===== src/rtl/hack_cpu_mc_if.sv =====
// Instruction-fetch and data-memory handshake bus of the multi-cycle Hack core.
// The core is the master; ROM and RAM/MMIO fabric sit on the slave side.
interface hack_cpu_mc_if #(
    parameter int unsigned WIDTH    = 16,
    parameter int unsigned PC_WIDTH = 15
);
    logic                instr_req;
    logic [PC_WIDTH-1:0] instr_addr;
    logic [15:0]         instr_rdata;
    logic                instr_ready;

    logic                mem_req;
    logic                mem_we;
    logic [WIDTH-1:0]    mem_addr;
    logic [WIDTH-1:0]    mem_wdata;
    logic [WIDTH-1:0]    mem_rdata;
    logic                mem_ready;

    modport master (
        output instr_req, instr_addr, mem_req, mem_we, mem_addr, mem_wdata,
        input  instr_rdata, instr_ready, mem_rdata, mem_ready
    );

    modport slave (
        input  instr_req, instr_addr, mem_req, mem_we, mem_addr, mem_wdata,
        output instr_rdata, instr_ready, mem_rdata, mem_ready
    );
endinterface


===== src/rtl/hack_cpu_mc.sv =====
// Multi-cycle Hack CPU: FETCH -> (MREAD) -> EXEC -> (MWRITE), with halt detection
// on the "@LOOP; 0;JMP" idiom and a retire strobe per finished instruction.
module hack_cpu_mc #(
    parameter int unsigned WIDTH        = 16,
    parameter int unsigned PC_WIDTH     = 15,
    parameter int unsigned RESET_VECTOR = 0
) (
    input  logic                clk,
    input  logic                reset_n,
    hack_cpu_mc_if.master       bus,
    output logic [PC_WIDTH-1:0] pc,
    output logic                retire,
    output logic                halted
);

    typedef enum logic [2:0] {
        S_FETCH  = 3'd0,
        S_MREAD  = 3'd1,
        S_EXEC   = 3'd2,
        S_MWRITE = 3'd3,
        S_HALT   = 3'd4
    } state_e;

    state_e              state_q;
    logic [WIDTH-1:0]    a_q;
    logic [WIDTH-1:0]    d_q;
    logic [WIDTH-1:0]    y_q;
    logic [PC_WIDTH-1:0] pc_q;
    logic [15:0]         ir_q;
    logic [WIDTH-1:0]    maddr_q;
    logic [WIDTH-1:0]    wdata_q;
    logic                ireq_q;
    logic                mreq_q;
    logic                mwe_q;
    logic                retire_q;
    logic                halted_q;

    // Decode fields of the latched instruction
    logic       is_c;
    logic       use_m;
    logic       zx, nx, zy, ny, fn, no;
    logic       dst_a, dst_d, dst_m;
    logic [2:0] jmp;

    assign is_c  = ir_q[15];
    assign use_m = ir_q[12];
    assign zx    = ir_q[11];
    assign nx    = ir_q[10];
    assign zy    = ir_q[9];
    assign ny    = ir_q[8];
    assign fn    = ir_q[7];
    assign no    = ir_q[6];
    assign dst_a = ir_q[5];
    assign dst_d = ir_q[4];
    assign dst_m = ir_q[3];
    assign jmp   = ir_q[2:0];

    // Hack ALU at full data width
    logic [WIDTH-1:0] alu_x;
    logic [WIDTH-1:0] alu_y;
    logic [WIDTH-1:0] alu_out;

    always_comb begin
        alu_x = zx ? '0 : d_q;
        if (nx) alu_x = ~alu_x;
        alu_y = use_m ? y_q : a_q;
        if (zy) alu_y = '0;
        if (ny) alu_y = ~alu_y;
        alu_out = fn ? (alu_x + alu_y) : (alu_x & alu_y);
        if (no) alu_out = ~alu_out;
    end

    // Branch resolution; target and halt compare use A before any d1 write
    logic                zr;
    logic                ng;
    logic                take_jump;
    logic                halt_cond;
    logic [PC_WIDTH-1:0] a_tgt;
    logic [PC_WIDTH-1:0] pc_inc;
    logic [PC_WIDTH-1:0] pc_nxt;

    assign zr        = (alu_out == '0);
    assign ng        = alu_out[WIDTH-1];
    assign take_jump = (jmp[2] && ng) || (jmp[1] && zr) || (jmp[0] && !ng && !zr);
    assign a_tgt     = a_q[PC_WIDTH-1:0];
    assign pc_inc    = pc_q + PC_WIDTH'(1);
    assign pc_nxt    = (is_c && take_jump) ? a_tgt : pc_inc;
    assign halt_cond = (jmp == 3'b111) && (a_tgt == pc_q) && !dst_a && !dst_d && !dst_m;

    // Control FSM and architectural state
    always_ff @(posedge clk or negedge reset_n) begin
        if (!reset_n) begin
            state_q  <= S_FETCH;
            a_q      <= '0;
            d_q      <= '0;
            y_q      <= '0;
            pc_q     <= PC_WIDTH'(RESET_VECTOR);
            ir_q     <= '0;
            maddr_q  <= '0;
            wdata_q  <= '0;
            ireq_q   <= 1'b0;
            mreq_q   <= 1'b0;
            mwe_q    <= 1'b0;
            retire_q <= 1'b0;
            halted_q <= 1'b0;
        end else begin
            retire_q <= 1'b0;
            case (state_q)
                S_FETCH: begin
                    if (!ireq_q) begin
                        ireq_q <= 1'b1;
                    end else if (bus.instr_ready) begin
                        ireq_q <= 1'b0;
                        ir_q   <= bus.instr_rdata;
                        if (bus.instr_rdata[15] && bus.instr_rdata[12]) begin
                            mreq_q  <= 1'b1;
                            mwe_q   <= 1'b0;
                            maddr_q <= a_q;
                            state_q <= S_MREAD;
                        end else begin
                            state_q <= S_EXEC;
                        end
                    end
                end

                S_MREAD: begin
                    if (bus.mem_ready) begin
                        y_q     <= bus.mem_rdata;
                        mreq_q  <= 1'b0;
                        state_q <= S_EXEC;
                    end
                end

                S_EXEC: begin
                    pc_q <= pc_nxt;
                    if (!is_c) begin
                        a_q      <= WIDTH'(ir_q[14:0]);
                        retire_q <= 1'b1;
                        ireq_q   <= 1'b1;
                        state_q  <= S_FETCH;
                    end else begin
                        if (dst_a) a_q <= alu_out;
                        if (dst_d) d_q <= alu_out;
                        if (dst_m) begin
                            mreq_q  <= 1'b1;
                            mwe_q   <= 1'b1;
                            maddr_q <= a_q;
                            wdata_q <= alu_out;
                            state_q <= S_MWRITE;
                        end else begin
                            retire_q <= 1'b1;
                            if (halt_cond) begin
                                halted_q <= 1'b1;
                                state_q  <= S_HALT;
                            end else begin
                                ireq_q  <= 1'b1;
                                state_q <= S_FETCH;
                            end
                        end
                    end
                end

                S_MWRITE: begin
                    if (bus.mem_ready) begin
                        mreq_q   <= 1'b0;
                        mwe_q    <= 1'b0;
                        retire_q <= 1'b1;
                        ireq_q   <= 1'b1;
                        state_q  <= S_FETCH;
                    end
                end

                S_HALT: begin
                end

                default: begin
                    state_q <= S_FETCH;
                end
            endcase
        end
    end

    assign bus.instr_req  = ireq_q;
    assign bus.instr_addr = pc_q;
    assign bus.mem_req    = mreq_q;
    assign bus.mem_we     = mwe_q;
    assign bus.mem_addr   = maddr_q;
    assign bus.mem_wdata  = wdata_q;

    assign pc     = pc_q;
    assign retire = retire_q;
    assign halted = halted_q;

endmodule


===== src/flat_wrapper.sv =====
// flat-port wrapper written by rule: the top's interface ports become plain ports
module hack_cpu_mc_flat 
#(
    parameter int unsigned WIDTH        = 16,
    parameter int unsigned PC_WIDTH     = 15,
    parameter int unsigned RESET_VECTOR = 0
)
  (clk, reset_n, pc, retire, halted, bus_instr_req, bus_instr_addr, bus_mem_req, bus_mem_we, bus_mem_addr, bus_mem_wdata, bus_instr_rdata, bus_instr_ready, bus_mem_rdata, bus_mem_ready);
  hack_cpu_mc_if #(.WIDTH(WIDTH), .PC_WIDTH(PC_WIDTH)) bus_i ();
  input  logic clk;
  input  logic reset_n;
  output logic [PC_WIDTH-1:0] pc;
  output logic retire;
  output logic halted;
  output wire logic [$bits(bus_i.instr_req)-1:0] bus_instr_req;
  output wire logic [$bits(bus_i.instr_addr)-1:0] bus_instr_addr;
  output wire logic [$bits(bus_i.mem_req)-1:0] bus_mem_req;
  output wire logic [$bits(bus_i.mem_we)-1:0] bus_mem_we;
  output wire logic [$bits(bus_i.mem_addr)-1:0] bus_mem_addr;
  output wire logic [$bits(bus_i.mem_wdata)-1:0] bus_mem_wdata;
  input wire logic [$bits(bus_i.instr_rdata)-1:0] bus_instr_rdata;
  input wire logic [$bits(bus_i.instr_ready)-1:0] bus_instr_ready;
  input wire logic [$bits(bus_i.mem_rdata)-1:0] bus_mem_rdata;
  input wire logic [$bits(bus_i.mem_ready)-1:0] bus_mem_ready;
  assign bus_instr_req = bus_i.instr_req;
  assign bus_instr_addr = bus_i.instr_addr;
  assign bus_mem_req = bus_i.mem_req;
  assign bus_mem_we = bus_i.mem_we;
  assign bus_mem_addr = bus_i.mem_addr;
  assign bus_mem_wdata = bus_i.mem_wdata;
  assign bus_i.instr_rdata = bus_instr_rdata;
  assign bus_i.instr_ready = bus_instr_ready;
  assign bus_i.mem_rdata = bus_mem_rdata;
  assign bus_i.mem_ready = bus_mem_ready;
  hack_cpu_mc #(.WIDTH(WIDTH), .PC_WIDTH(PC_WIDTH), .RESET_VECTOR(RESET_VECTOR)) u_core (.clk(clk), .reset_n(reset_n), .bus(bus_i), .pc(pc), .retire(retire), .halted(halted));
endmodule

===== config.mk =====
export PLATFORM = sky130hd
export DESIGN_NAME = hack_cpu_mc_flat
export DESIGN_NICKNAME = d
export VERILOG_FILES = /design/src/rtl/hack_cpu_mc_if.sv /design/src/rtl/hack_cpu_mc.sv /design/src/flat_wrapper.sv
export SDC_FILE = /design/constraint.sdc
export NUM_CORES = 1
export LEC_CHECK = 0
export BUFFER_PORTS_ARGS = -buffer_cell sky130_fd_sc_hd__buf_2
export CORE_ASPECT_RATIO = 1.4
export CORE_UTILIZATION = 40
export DETAILED_ROUTE_END_ITERATION = 7
export SLEW_MARGIN = 20
export SYNTH_ARGS = -nofsm -noshare
export SYNTH_HDL_FRONTEND = slang
export SYNTH_SLANG_ARGS = --single-unit

===== constraint.sdc =====
create_clock -name clk -period 11.4 [get_ports clk]
set_input_delay 1.71 -clock clk [delete_from_list [all_inputs] [get_ports clk]]
set_output_delay 1.71 -clock clk [all_outputs]
set_load 0.02 [all_outputs]

**Yosys cells after proc, flatten, opt, wreduce, memory -nomap -nowiden**

Cells that the tools add are included.

- Bits in registers: 119
- Input port bits: 36
- Output and inout bits: 67
- Logic and storage cells: 119

- $add $sub $neg: 2
- Equal/unequal tests: 17
- Mux-type cells: 47
- Bitwise logic cells: 6
- Reductions and logical operators: 34

Operators by type and width:

| kind | number |
|---|---|
| two-way mux 16 bit | 14 |
| inverter 16 bit | 3 |
| case mux 16 bit (2 select lines) | 1 |
| two-way mux 3 bit | 7 |
| two-way mux 1 bit | 18 |
| adder 16 bit | 1 |
| AND 16 bit | 1 |
| logical NOT 16 bit | 1 |
| adder 15 x 1 -> 15 bit (second input constant) | 1 |
| equality test 15 bit | 1 |
| two-way mux 15 bit | 1 |
| case mux 3 bit (5 select lines) | 1 |
| AND reduction 7 bit | 2 |
| logical AND 1 bit | 10 |
| inequality test 2 x 1 -> 1 bit (second input constant) | 5 |
| case mux 1 bit (3 select lines) | 3 |
| AND reduction 3 bit | 3 |
| inequality test 2 bit (second input constant) | 4 |
| AND reduction 4 bit | 2 |
| equality test 3 x 2 -> 1 bit (second input constant) | 2 |
| equality test 3 bit (second input constant) | 2 |
| inequality test 3 bit (second input constant) | 2 |
| AND reduction 6 bit | 1 |
| nonzero test 3 bit | 2 |
| other kinds (11) | 18 |

**Longest topological paths before layout**

Gate-level depths: netlist of the first run.

- Depth after elaboration: 14
- Gate-level depth with buffers: 20
- Mapped depth without buffers: 15

**Worst setup path before layout of the first run**

Ideal clock, no wire load.

- Path kind: register -> register
- Start point: register u_core.ir_q[12]
- End point: register u_core.pc_q[10], in the netlist u_core.bus.instr_addr[10]
- Library setup time: 126 ps
- Arrival time: 4650 ps
- Data required time: 11274 ps
- Setup slack: 6624 ps
- Stages on the path, launching flop included: 19
- Path buffers: 4
- Period minus slack after synthesis: 4776 ps
- Cell sequence: dfrtp_1 -> clkbuf_1 -> clkbuf_1 -> mux2i_1 -> nor2_1 -> xor2_1 -> ha_1 -> buf_2 -> a2111oi_0 -> o21ai_0 -> a21o_1 -> a221oi_1 -> xnor2_1 -> o21ai_1 -> or4_4 -> o311ai_4 -> buf_4 -> a32oi_1 -> a221o_1

- Word-level cells in the longest chain between the ends: 14
- Elaborated cells between the ends (all ways): 20
- Classes of those cells: add/sub: 1; mux: 6; bitwise: 3; reduce/logical: 10

Ends and longest elaborated chain:

| item | RTL line | source |
|---|---|---|
| start: declaration | hack_cpu_mc.sv:29 | `logic [15:0] ir_q;` |
| start signal: assignment | hack_cpu_mc.sv:114 | `ir_q <= bus.instr_rdata;` |
| two-way mux 16 bit (*) | hack_cpu_mc.sv:66 | `alu_y = use_m ? y_q : a_q;` |
| two-way mux 16 bit (*) | hack_cpu_mc.sv:67 | `if (zy) alu_y = '0;` |
| inverter 16 bit | hack_cpu_mc.sv:68 | `if (ny) alu_y = ~alu_y;` |
| two-way mux 16 bit (*) | hack_cpu_mc.sv:68 |  |
| adder 16 bit / AND 16 bit (equally long branches) | hack_cpu_mc.sv:69 | `alu_out = fn ? (alu_x + alu_y) : (alu_x & alu_y);` |
| two-way mux 16 bit (*) | hack_cpu_mc.sv:69 |  |
| inverter 16 bit | hack_cpu_mc.sv:70 | `if (no) alu_out = ~alu_out;` |
| two-way mux 16 bit (*) | hack_cpu_mc.sv:70 |  |
| logical NOT 16 bit / logical NOT 1 bit (equally long branches) | hack_cpu_mc.sv:82, hack_cpu_mc.sv:84 |  |
| logical AND 1 bit / logical NOT 1 bit (equally long branches) | hack_cpu_mc.sv:84 | `assign take_jump = (jmp[2] && ng) \|\| (jmp[1] && zr) \|\| (jmp[0] && !ng && !zr);` |
| logical OR 1 bit / logical AND 1 bit (equally long branches) | hack_cpu_mc.sv:84 |  |
| logical OR 1 bit (*) | hack_cpu_mc.sv:84 |  |
| logical AND 1 bit (*) | hack_cpu_mc.sv:87 | `assign pc_nxt = (is_c && take_jump) ? a_tgt : pc_inc;` |
| two-way mux 15 bit (*) | hack_cpu_mc.sv:87 |  |
| end signal: assignment | hack_cpu_mc.sv:97 | `pc_q <= PC_WIDTH'(RESET_VECTOR);` |
| end signal: assignment | hack_cpu_mc.sv:135 | `pc_q <= pc_nxt;` |
| end: declaration | hack_cpu_mc.sv:28 | `logic [PC_WIDTH-1:0] pc_q;` |

Every way passes the cells marked *; elsewhere a longest branch is shown, timed or not.
A chain may end at the register's enable or synchronous reset.

**Final worst setup path of the first run**

- Start point: register u_core.ir_q[10]
- End point: register u_core.pc_q[0], in the netlist u_core.bus.instr_addr[0]

- Word-level cells in the longest chain between the ends: 11
- Elaborated cells between the ends (all ways): 17
- Classes of those cells: add/sub: 1; mux: 4; bitwise: 2; reduce/logical: 10

Ends and longest elaborated chain:

| item | RTL line | source |
|---|---|---|
| two-way mux 16 bit (*) | hack_cpu_mc.sv:65 | `if (nx) alu_x = ~alu_x;` |
| adder 16 bit / AND 16 bit (equally long branches) | hack_cpu_mc.sv:69 |  |
| two-way mux 16 bit (*) | hack_cpu_mc.sv:69 |  |
| inverter 16 bit | hack_cpu_mc.sv:70 |  |
| two-way mux 16 bit (*) | hack_cpu_mc.sv:70 |  |
| logical NOT 16 bit / logical NOT 1 bit (equally long branches) | hack_cpu_mc.sv:82, hack_cpu_mc.sv:84 |  |
| logical AND 1 bit / logical NOT 1 bit (equally long branches) | hack_cpu_mc.sv:84 |  |
| logical OR 1 bit / logical AND 1 bit (equally long branches) | hack_cpu_mc.sv:84 |  |
| logical OR 1 bit (*) | hack_cpu_mc.sv:84 |  |
| logical AND 1 bit (*) | hack_cpu_mc.sv:87 |  |
| two-way mux 15 bit (*) | hack_cpu_mc.sv:87 |  |

Marked as above.

==> results.txt, run 1 <==
----------------------------------------------------
[Timing]
  Time the worst path needs with I/O delays and setup ... 5.44 ns
  Worst clock skew on the final layout ... 0.0106 ns
  Final Hold Viols ... 0
  Share of the cycle needed by the critical path after routing ... 47.7%
  Final setup violating endpoints ... 0
  Max Clock Freq ... 184 MHz
  Slew at the pin closest to its max-slew limit ... 1.05 ns
  Final-layout setup total negative slack ... 0 ns
  Rel. slew slack ... 29.5%
  Setup repair after global routing missed its margin ... false
  Max-slew violation count ... 0

[Floorplan]
  DIE HEIGHT ... 166 um
  Rows ... 59
  Num ports ... 103
  Placeable core region ... 0.0188 mm2
  Die Area ... 0.0199 mm2
  DIE WIDTH ... 119 um
  Effective utilization at floorplan ... 41.2%

[Logic synthesis]
  Leading area contributor after synthesis ... dfrtp_1
  Number of synthesized flops with an enable pin ... 0
  Distinct cells, synth ... 72
  Post-synthesis async set-or-reset flop share ... 100%
  Synthesized instance count ... 842
  Top flip-flop cell by instance count after synthesis ... dfrtp_1
  Average cell area after synthesis ... 9.18 um2
  Summed instance area of the synthesized netlist ... 0.00773 mm2
  Most frequent cells after synthesis ... nand2_1, dfrtp_1, mux2_2, nor2_1, o21ai_0
  Net Count, Synth ... 896
  Top cell type's share of synthesized area ... 38.5%
  Dominant cells by area after synthesis ... dfrtp_1, nand2_1, mux2_2, xnor2_1, mux2i_1
  Sequential fraction of the synthesis area ... 38.5%
  Seq cells post-synth ... 119
  Most numerous cell in the Yosys netlist ... nand2_1
  Yosys synthesis warning count ... 0

[Clocking]
  Clock Pin Slew Worst Setup and Hold Paths ... 0.05 ns
  Post-CTS repair timing setup buffer count ... 0
  Quantity of gates resized following cts ... 0
  Number of levels the H-tree was split into ... 4
  Clock root buffer ... clkbuf_16
  Latest clock arrival within the worst-skew pair ... 0.42 ns
  Total CTS buffers ... 17
  CTS Hold Bufs ... 0
  Clock tree from TritonCTS ... done
  Clock Sink Count ... 119
  Longest Clk Path Bufs ... 2

[Worst setup path]
  Arrival time at the worst endpoint ... 5.79 ns
  Slowest Stage Delay on Critical Path ... 0.96 ns
  Peak fanout along the critical path ... 18
  Crit path capture type ... flip-flop
  Most repeated library cell on the critical path ... nor4_1
  Data required time of the worst path ... 11.75 ns
  List of cells traversed by the critical path ... xnor2_1 > ha_1 > fa_1 > a21oi_2 > nor3_1 > nor4_1 > o22ai_1 > nor4_1 > nand4b_1 > or4_4 > o311ai_4 > and3_1 > a311o_1
  Class of the most critical setup path ... flip-flop to flip-flop
  Sum of buffers and inverters on the critical path ... 0
  Cell family with most CP delay ... simple AND/OR/NAND/NOR gates
  Standard cell with the maximum stage delay on the critical path ... dfrtp_1
  Type of element launching the critical path ... flip-flop

[Routing]
  Via count of the routed design ... 6,405
  Routed Wire Length ... 21,300 um
  Count of routing violations after the opening detailed-route iteration ... 468
  Pre-Repair DR Iteration Count ... 5
  Number of nets with antenna violations after detailed routing ... 0
  DRC violations left ... 0
  Via-per-instance ratio ... 5.55
  Routed wire per std cell ... 18.5 um

[Flow run]
  MaxCap Viol Count ... 0

[Layout]
  # nets final ... 953
  Growth of design area from synthesis to finish ... 13.5%
  Number of inserted diodes ... 0
  Fraction of final layout cells with drive strength greater than 1 ... 22.4%
  Finished Layout Cells ... 1,154

[GRT]
  Overall fraction of global-route tracks in use ... 22.5%
  Pin count of the biggest net entering global routing ... 62
  Number of antenna violations at the first check in global routing ... 0
  Total congestion overflow after global routing ... 0
  Vias in the first global route ... 6,329
  Wire length of the first global-routing pass ... 34,800 um

[Run status]
  Run status ... finished, final reports clean

[Hold path]
  Hold Crit Class ... flip-flop to flip-flop

[Placement]
  # port buffers ... 102
  Placed wire-length estimate after detailed placement ... 15,400 um
  DP Cell Count ... 1,124
  Final weighted congestion in routability-driven placement ... 0.843

----------------------------------------------------
==> area by class of cell <==
cell class / instances / area [um2]
fill: 1818 / 9980
multi-input combinational: 637 / 4300
sequential: 119 / 2980
timing repair buffer: 111 / 581
clock buffer: 21 / 460
tap: 244 / 305
clock inverter: 9 / 101
inverter: 13 / 48.8
==> worst reg2reg max path: stages, from the launching register on <==
cell and delay, ns:
dfrtp_1 0.96, xnor2_1 0.17, ha_1 0.29, fa_1 0.45
a21oi_2 0.20, nor3_1 0.09, nor4_1 0.54, o22ai_1 0.15
nor4_1 0.29, nand4b_1 0.24, or4_4 0.54, o311ai_4 0.64
and3_1 0.58, a311o_1 0.24
==> sequential cells by signal, summed over array words and instances (netlist names), 3 cells and up <==
signal                 cells
u_core.a_q                16
u_core.bus.instr_addr     15
u_core.bus.mem_addr       16
u_core.ir_q               16
u_core.y_q                16
u_core.state_q             3
u_core.bus.mem_wdata      16
u_core.d_q                16
==> path summary, 6_finish.rpt <==
check                                 from  depth (start not counted)                  endpoint  slack (ns)
setup / recovery           u_core.ir_q[10]                         13  u_core.bus.instr_addr[0]        5.96
hold / removal               u_core.halted                          1             u_core.halted        0.46
setup reg to reg           u_core.ir_q[10]                         13  u_core.bus.instr_addr[0]        5.96
hold reg to reg              u_core.halted                          1             u_core.halted        0.46
max in group asynchronous          reset_n                          2            u_core.ir_q[0]        8.77
min in group asynchronous          reset_n                          1   u_core.bus.mem_wdata[5]        1.36
==> through the flow <==
step | setup slack [ns] | cell area, um2 | utilization [%] | hold WS [ns]
final | 5.96 | 8770 | 46.8 | 0.459
after global routing | 5.60 | 8770 | 46.8 | 0.488
after CTS | 6.01 | 8770 | 46.8 | 0.464
after detailed placement | 6.03 | 8210 | 43.8 | 0.447
after global placement | 6.16 | 8210 | 43.8 | 0.447
after floorplan | 6.62 | 7730 | - | 0.447
==> metal layers <==
layer	vias to the layer above	track usage (%)	routed length (um)
li1	3097	-	-
met1	3117	27.4	8850
met2	162	39.1	11100
met3	29	3.22	693
met4	0	9.78	636
met5	-	0	0
==> cell families after synthesis <==
group	after synthesis	synth area share, %
simple gates	332	20.8
compound gates	157	15.0
flops	119	38.5
buf+inv	86	5.92
mux	72	10.1
xor+xnor	58	6.67
fa+ha+maj	18	3.01
==> cell usage in the layout (no fill, tap or decap), types with 6 or more instances in the layout <==
master     instances
ha_1              17
a32oi_1           14
o21ai_0           43
or3_1             22
and3_1             8
dfrtp_1          119
clkbuf_16         17
and2_1            15
inv_1             13
a211oi_1           7
or2_2              6
buf_2            101
nand4_1            7
nor4_1             9
xnor2_1           32
nand3_1           19
xor2_1            25
nand2_1          138
nor3_1            20
a221o_1           13
nor2_1            44
buf_4             10
mux2_2            45
mux2i_1           27
a21oi_1           19
nand2b_1          26
Power of run 1 is left out: the tool's default activity adds up to more than one toggle a clock period on the data nets, which glitch-free logic cannot reach.
==> run 2: changes to the inputs <==
==> constraint.sdc (replaced) <==
create_clock -name clk -period 5.4 [get_ports clk]
set_input_delay 0.81 -clock clk [delete_from_list [all_inputs] [get_ports clk]]
set_output_delay 0.81 -clock clk [all_outputs]
set_load 0.02 [all_outputs]
==> results.txt, run 2 (synthesis results as in run 1) <==
----------------------------------------------------
[Run status]
  Run status ... finished, final reports clean

[Worst setup path]
  Sum of buffers and inverters on the critical path ... 1
  Cell family with most CP delay ... simple AND/OR/NAND/NOR gates
  Type of element launching the critical path ... flip-flop
  List of cells traversed by the critical path ... mux2i_1 > nor2_1 > xor2_1 > ha_1 > fa_1 > a21oi_2 > nor3_1 > nor4_1 > o22ai_1 > nor4_1 > nand4b_1 > or4_4 > o311ai_4 > buf_4 > a32oi_1 > a221o_1
  Most repeated library cell on the critical path ... nor4_1
  Class of the most critical setup path ... flip-flop to flip-flop
  Slowest Stage Delay on Critical Path ... 0.59 ns
  Arrival time at the worst endpoint ... 5.30 ns
  Crit path capture type ... flip-flop
  Peak fanout along the critical path ... 11
  Data required time of the worst path ... 5.69 ns
  Standard cell with the maximum stage delay on the critical path ... dfrtp_1

[Routing]
  DRC violations left ... 0
  Number of nets with antenna violations after detailed routing ... 0
  Routed Wire Length ... 21,700 um
  Count of routing violations after the opening detailed-route iteration ... 471
  Via count of the routed design ... 6,395
  Pre-Repair DR Iteration Count ... 4
  Routed wire per std cell ... 18.6 um
  Via-per-instance ratio ... 5.49

[Timing]
  Max Clock Freq ... 199 MHz
  Setup WS post-layout ... 0.381 ns
  Final setup violating endpoints ... 0
  Setup repair after global routing missed its margin ... false
  Final-layout setup total negative slack ... 0 ns
  Rel. slew slack ... 24.8%
  Time the worst path needs with I/O delays and setup ... 5.02 ns
  Share of the cycle needed by the critical path after routing ... 92.9%
  Worst clock skew on the final layout ... 0.0122 ns
  Final Hold Viols ... 0
  Slew at the pin closest to its max-slew limit ... 1.13 ns
  Max-slew violation count ... 0

[Flow run]
  MaxCap Viol Count ... 0

[Clocking]
  Number of levels the H-tree was split into ... 4
  Clock Pin Slew Worst Setup and Hold Paths ... 0.06 ns
  Clock tree from TritonCTS ... done
  Total CTS buffers ... 17
  Longest Clk Path Bufs ... 2
  Latest clock arrival within the worst-skew pair ... 0.42 ns
  Clock Sink Count ... 119
  Clock root buffer ... clkbuf_16

[Layout]
  Most used cells in the layout excluding fill and tap cells ... nand2_1, dfrtp_1, buf_2
  Fraction of final layout cells with drive strength greater than 1 ... 23.7%
  Area of combinational cells with multiple inputs ... 0.00430 mm2
  Number of inserted diodes ... 0
  Growth of design area from synthesis to finish ... 15.3%
  Finished Layout Cells ... 1,165
  Area of all sequential standard cells ... 0.00298 mm2
  Commonest non-fill, non-tap cell in the layout ... nand2_1
  # nets final ... 963
  Filler cells ... 1,825

[Floorplan]
  Die Area ... 0.0199 mm2
  Effective utilization at floorplan ... 41.2%
  Num ports ... 103
  DIE HEIGHT ... 166 um
  Placeable core region ... 0.0188 mm2
  DIE WIDTH ... 119 um
  Rows ... 59

[GRT]
  Vias in the first global route ... 6,303
  Total congestion overflow after global routing ... 0
  Number of antenna violations at the first check in global routing ... 0
  Pin count of the biggest net entering global routing ... 64
  Overall fraction of global-route tracks in use ... 22.7%
  Wire length of the first global-routing pass ... 35,000 um

[Placement]
  DP Cell Count ... 1,134
  # port buffers ... 102
  Pre-CTS setup slack ... 0.409 ns
  Placed wire-length estimate after detailed placement ... 15,900 um
  Final weighted congestion in routability-driven placement ... 0.882

[Hold path]
  Hold Crit Class ... input pin to asynchronous set/reset pin

----------------------------------------------------
-- run 2: cell types whose count changed in the layout (fill, tap and decap cells not counted), sizes merged --
cell	before	now
buf	111	121
clkbuf	21	17
clkinv	5	6
bufinv	2	4
inv	14	16
-- run 2: timing repair --
action / 4_1_cts / 5_1_grt
setup endpoints to repair: 0 / 13
endpoints found under the hold margin: 0 / 0
resized for setup: 0 / 1
hold buffers: 0 / 0
setup buffers: 0 / 0
-- run 2: layout make-up --
class	count	area share (%)
Multi-Input combinational cell	637	48.2
Sequential cell	119	33.4
Timing Repair Buffer	121	7.36
Clock buffer	17	4.77
Tap cell	244	3.43
Clock inverter	14	2.23
Inverter	13	0.548
-- run 2: final timing paths --
| kind | from | to | slack (ns) | cells after the start |
|---|---|---|---|---|
| max | u_core.ir_q[12] | u_core.bus.instr_addr[9] | 0.38 | 16 |
| min | reset_n | u_core.bus.mem_addr[4] | 0.46 | 1 |
| max reg2reg | u_core.ir_q[12] | u_core.bus.instr_addr[9] | 0.38 | 16 |
| min reg2reg | u_core.halted | u_core.halted | 0.46 | 1 |
| max in group asynchronous | reset_n | u_core.bus.mem_wdata[4] | 3.64 | 2 |
| min in group clk | u_core.halted | u_core.halted | 0.46 | 1 |
-- run 2: worst reg2reg max path, stage by stage (launching register included) --
cell and delay (ns):
dfrtp_1 0.59, mux2i_1 0.25, nor2_1 0.07, xor2_1 0.15, ha_1 0.27, fa_1 0.45, a21oi_2 0.20, nor3_1 0.09
nor4_1 0.45, o22ai_1 0.15, nor4_1 0.38, nand4b_1 0.25, or4_4 0.54, o311ai_4 0.39, buf_4 0.26, a32oi_1 0.11
a221o_1 0.29
-- run 2: per-layer routing --
metal / vias to the layer above / share of wire [%] / wire length (um) / global-route usage, %
met2: 157 / 54 / 11600 / 41.2
met4: 0 / 2.5 / 545 / 8.80
met3: 28 / 2.8 / 602 / 2.91
met5: - / 0 / 0 / 0
met1: 3101 / 41 / 8880 / 26.7
li1: 3109 / - / - / -
-- run 2: metrics by stage --
step                      hold slack [ns]  utilization [%]  cell area (um2)
after floorplan                     0.447                -             7730
after global placement              0.446             44.2             8280
after detailed placement            0.447             44.2             8280
after CTS                           0.465             47.5             8910
after global routing                0.488             47.5             8910
final                               0.460             47.5             8910
Power of run 2 is left out for the same reason.
